**src/rtl/mem_image_loader.sv**
```systemverilog
// mem_image_loader: streams LOAD/FILL/VERIFY operations into system memory while holding the CPU
module mem_image_loader #(
    parameter int DATA_WIDTH = 8,
    parameter int ADDR_WIDTH = 16,
    parameter int CNT_WIDTH  = 16
) (
    input  logic                  clk,
    input  logic                  reset,
    input  logic                  start,
    input  logic                  abort,
    input  logic [1:0]            mode,
    input  logic [ADDR_WIDTH-1:0] base_addr,
    input  logic [ADDR_WIDTH:0]   length,
    input  logic [DATA_WIDTH-1:0] fill_value,
    input  logic                  src_valid,
    input  logic [DATA_WIDTH-1:0] src_data,
    output logic                  src_ready,
    output logic [ADDR_WIDTH-1:0] mem_addr,
    output logic [DATA_WIDTH-1:0] mem_wdata,
    output logic                  mem_we,
    output logic                  mem_re,
    input  logic [DATA_WIDTH-1:0] mem_rdata,
    output logic                  cpu_hold,
    output logic                  busy,
    output logic                  done,
    output logic                  error,
    output logic [CNT_WIDTH-1:0]  mismatch_count,
    output logic [ADDR_WIDTH-1:0] first_mismatch_addr
);
    typedef enum logic [1:0] {IDLE, RUN, DRAIN, DONE} state_t;
    localparam logic [1:0] M_FILL = 2'b01, M_VERIFY = 2'b10, M_ILLEGAL = 2'b11;

    state_t                state, state_nx;
    logic [1:0]            mode_q;
    logic [ADDR_WIDTH-1:0] base_q, offset_q, cmp_addr;
    logic [ADDR_WIDTH:0]   remaining_q;
    logic [DATA_WIDTH-1:0] fill_q, exp_q, cmp_exp;
    logic                  cmp_v, rem_nz, active, issue, mismatch;

    always_comb begin
        rem_nz   = |remaining_q;
        active   = state == RUN || state == DRAIN;
        issue    = state == RUN && rem_nz && !abort && (mode_q == M_FILL || src_valid);
        mismatch = cmp_v && !abort && mem_rdata != cmp_exp;
    end

    always_ff @(posedge clk) begin
        if (reset)
            state <= IDLE;
        else
            state <= state_nx;
    end

    // RUN exits once the last strobe is on the port; VERIFY then waits one cycle for its read data
    always_comb begin
        state_nx = state;
        case (state)
            IDLE:    state_nx = start && mode != M_ILLEGAL ? RUN : IDLE;
            RUN:     state_nx = abort ? IDLE : rem_nz ? RUN : mode_q == M_VERIFY ? DRAIN : DONE;
            DRAIN:   state_nx = abort ? IDLE : DONE;
            DONE:    state_nx = IDLE;
            default: state_nx = IDLE;
        endcase
    end

    always_comb begin
        busy      = active;
        cpu_hold  = active;
        done      = state == DONE;
        src_ready = state == RUN && rem_nz && !abort && mode_q != M_FILL;
    end

    always_ff @(posedge clk) begin
        if (reset) begin
            mode_q              <= '0;
            base_q              <= '0;
            offset_q            <= '0;
            remaining_q         <= '0;
            fill_q              <= '0;
            exp_q               <= '0;
            cmp_exp             <= '0;
            cmp_addr            <= '0;
            cmp_v               <= 1'b0;
            mem_addr            <= '0;
            mem_wdata           <= '0;
            mem_we              <= 1'b0;
            mem_re              <= 1'b0;
            error               <= 1'b0;
            mismatch_count      <= '0;
            first_mismatch_addr <= '0;
        end else begin
            mem_we   <= issue && mode_q != M_VERIFY;
            mem_re   <= issue && mode_q == M_VERIFY;
            cmp_v    <= mem_re && !abort;
            cmp_exp  <= exp_q;
            cmp_addr <= mem_addr;
            if (issue) begin
                mem_addr    <= base_q + offset_q;
                mem_wdata   <= mode_q == M_FILL ? fill_q : src_data;
                exp_q       <= src_data;
                offset_q    <= offset_q + 1'b1;
                remaining_q <= remaining_q - 1'b1;
            end
            if (state == IDLE && start) begin
                mode_q              <= mode;
                base_q              <= base_addr;
                fill_q              <= fill_value;
                offset_q            <= '0;
                remaining_q         <= length;
                error               <= mode == M_ILLEGAL;
                mismatch_count      <= '0;
                first_mismatch_addr <= '0;
            end else if (active && abort) begin
                error <= 1'b1;
            end
            if (mismatch) begin
                if (mismatch_count == '0)
                    first_mismatch_addr <= cmp_addr;
                if (~&mismatch_count)
                    mismatch_count <= mismatch_count + 1'b1;
            end
        end
    end
endmodule

```
**config.mk**
```make
export PLATFORM = sky130hd
export DESIGN_NAME = mem_image_loader
export DESIGN_NICKNAME = d
export VERILOG_FILES = /design/src/rtl/mem_image_loader.sv
export SDC_FILE = /design/constraint.sdc
export NUM_CORES = 1
export LEC_CHECK = 0
export BUFFER_PORTS_ARGS = -buffer_cell sky130_fd_sc_hd__buf_2
export CAP_MARGIN = 15
export CELL_PAD_IN_SITES_DETAIL_PLACEMENT = 0
export CELL_PAD_IN_SITES_GLOBAL_PLACEMENT = 1
export CORE_MARGIN = 10
export CORE_UTILIZATION = 44
export CTS_BUF_LIST = sky130_fd_sc_hd__clkbuf_16
export CTS_CLUSTER_SIZE = 8
export DETAILED_ROUTE_END_ITERATION = 7
export PLACE_DENSITY_LB_ADDON = 0.1
export SLEW_MARGIN = 20
export SYNTH_ARGS = -nofsm -noshare
export SYNTH_HDL_FRONTEND = slang
export SYNTH_SLANG_ARGS = --single-unit
```
**constraint.sdc**
```tcl
create_clock -name clk -period 4.4 [get_ports clk]
set_clock_uncertainty 0.1 [all_clocks]
set_input_delay 0.44 -clock clk [delete_from_list [all_inputs] [get_ports clk]]
set_output_delay 0.44 -clock clk [all_outputs]
set_load 0.005 [all_outputs]
```
==> metrics.yaml <==
cts_root_buffer: "clkbuf_16"
wl_met3_um: 1100
rsz0062_at_grt: "false"
rows: 45
fp.dieW_um: 145
synth_top_area_share: 0.449
pin_count: 127
initial_core_util: 0.449
drt-wirelength-per-cell_um: 15.6
top_layer: "met4"
placed_area_sq_um: 7540
end_kind: "flop"
routed-via-count: 5779
drive_above_1_share: 0.191
syn_inst: 822
wl_met2_um: 7870
worstRegToRegCells: 8
finalNetCount: 1016
numCtsBuffers: 17
drc: 0
yosysMostFrequentCell: "dfxtp_1"
crit_required_ps: 4640
clock.fmax_mhz: 308
wl_met1_um: 8290
io_buffers: 126
cts.clk_slew.worst_paths_ps: 60
power_mw: 3.08
hold_path_depth: 2
cp_max_fo: 52
n_antenna_cell: 0
path_delay_family: "compound AO/OA/AOI/OAI gates"
stdcell_area_sq_um: 8100
grt_use_total: 0.172
post_cts_buffers: 0
critPathLaunchType: "flop"
max-slew-margin-rel: 0.327
synth_area_leaders: "dfxtp_1, nand2_1, a21oi_1, nor2_1, ha_1"
area_delta_synth_final_pct: 18.8
reg2reg_slack_ps: 1150
worstSkewPairLatency_ps: 420
ant_nets: 0
tightest_slew_ps: 1010
path_cells: "inv_1 > ha_1 > or2b_2 > o21ba_2 > o21a_2 > nand4_2 > or3_1 > a21oi_1"
grt_max_degree: 77
yosysTopAreaCell: "dfxtp_1"
hold_slack_ps: 144
r2r_start: "state[1]"
min_path_type: "in2reg"
die_area_sq_um: 20900
synth_edf_count: 0
cp.arrival_ps: 3490
hold-path-endpoint: "cmp_v"
synth_cell_types: 51
vdd_drop_max_mv: 0.290
yosys_most_used_dff: "dfxtp_1"
cts.sinks: 153
coreArea_sq_um: 15200
path_depth: 8
hold_viol: 0
drt_wl_total_um: 17500
antenna_found_initial: 0
min_period_ps: 3250
outcome: "complete, no violations"
h-tree-depth: 4
grt_pass1_wl_um: 28800
fill_cells: 1475
maxCapViolations: 0
max_stage_delay_ps: 820
p_leak_nw: 3.38
hold_path.startpoint: "abort"
cts_resized: 0
setup_tns_ps: 0
setup_viol: 0
drtIter0Drc: 326
cts_tree: "built"
avgSynthCellArea_sq_um: 8.30
seq_area_frac_synth: 0.449
viasPerCell: 5.13
r2r-end: "offset_q[9]"
place.gp.congestion: 0.851
die_h_um: 145
final_max_slew_viol_count: 0
yosysWarnings: 0
slowest_stage: "o21a_2"
firstDrtPassIters: 5
syn-cell-area_sq_um: 6820
postSynthNetCount: 912
power_density_nw_per_um2: 380
critPathKind: "reg2reg"
synthArstFlopShare: 0
synth_seq_cells: 153
critPathBufInv: 1
clock_path_buffers: 2
dp_hpwl_um: 12600
overflow: 0
cts_hold_buffers: 0
period_share: 0.739
synthTopCellsByCount: "dfxtp_1, nand2_1, nor2_1, a21oi_1, clkbuf_1"
grt_pass1_vias: 5684
## metrics by stage
stage	setup slack, ps	util	std cells
2_1_floorplan	1740	-	822
3_3_place_gp	1280	0.496	1095
3_5_place_dp	1160	0.496	1095
4_1_cts	1130	0.533	1127
5_1_grt	885	0.533	1127
6_report	1150	0.533	1127
## worst max-delay path by stage
stage / start / slack [ps] / endpoint
after detailed placement: state[1] / 1160 / offset_q[9]
after CTS: state[1] / 1130 / offset_q[9]
final: state[1] / 1150 / offset_q[9]
after global placement: remaining_q[10] / 1280 / remaining_q[8]
after global routing: state[1] / 880 / offset_q[13]
after floorplan: remaining_q[10] / 1740 / exp_q[0]
## flip-flops by register name (all words and copies together) (netlist names), 2 cells and up
| name | flops |
|---|---|
| cmp_exp | 8 |
| offset_q | 16 |
| fill_q | 8 |
| exp_q | 8 |
| mem_addr | 16 |
| remaining_q | 17 |
| mode_q | 2 |
| mismatch_count | 16 |
| first_mismatch_addr | 16 |
| state | 2 |
| mem_wdata | 8 |
| cmp_addr | 16 |
| base_q | 16 |
## where the power goes
part	switching [mW]	total, mW	leakage, nW	internal [mW]
Combinational	0.133	0.223	1.87	0.0901
Clock	0.616	1.40	0.268	0.788
Sequential	0.0287	1.45	1.24	1.42
## cell usage in the layout (no fill, tap or decap), drive strengths merged, types with 2 or more instances in the layout
cell        n
o21ai      31
nand3b      2
ha         25
nor4       11
nor2b      29
o21a        3
clkinv      2
mux2i       9
a21oi      87
a21o        3
nor2       96
or3        10
nor3b       3
xor2       23
a311oi      3
xnor2      26
and3        9
inv        21
o211ai      3
a211oi     28
or4         4
nand2     146
nand4       8
buf       131
a31oi       4
nand2b      4
clkbuf     17
clkinvlp    4
o22ai       2
o31ai       6
or3b        2
nand3      12
nor3       11
dfxtp     153
## layout make-up
class | instances | area (sq um) | share of cell area
clock buffer | 17 | 425 | 0.0525
inverter | 13 | 48.8 | 0.00602
timing repair buffer | 131 | 671 | 0.0828
multi-input combinational | 610 | 3520 | 0.434
sequential | 153 | 3060 | 0.378
tap | 188 | 235 | 0.0290
clock inverter | 15 | 140 | 0.0173
## layer usage
metal / vias up / track usage
li1: 3022 / -
met1: 2609 / 0.222
met2: 127 / 0.271
met3: 21 / 0.0476
met4: 0 / 0.0569
met5: - / 0
## kinds of logic (layout without fill, tap and decap cells)
family | after synthesis | after routing | share of synthesized area
AOI/OAI and AO/OA | 174 | 174 | 0.149
DFF | 153 | 153 | 0.449
adders and majority gates | 26 | 26 | 0.0488
xor gates and xnor gates | 49 | 49 | 0.0629
and+or+nand+nor | 352 | 352 | 0.241
muxes | 9 | 9 | 0.0132
buffers and inverters | 59 | 176 | 0.0365
Power figures use the tool's default switching activity.
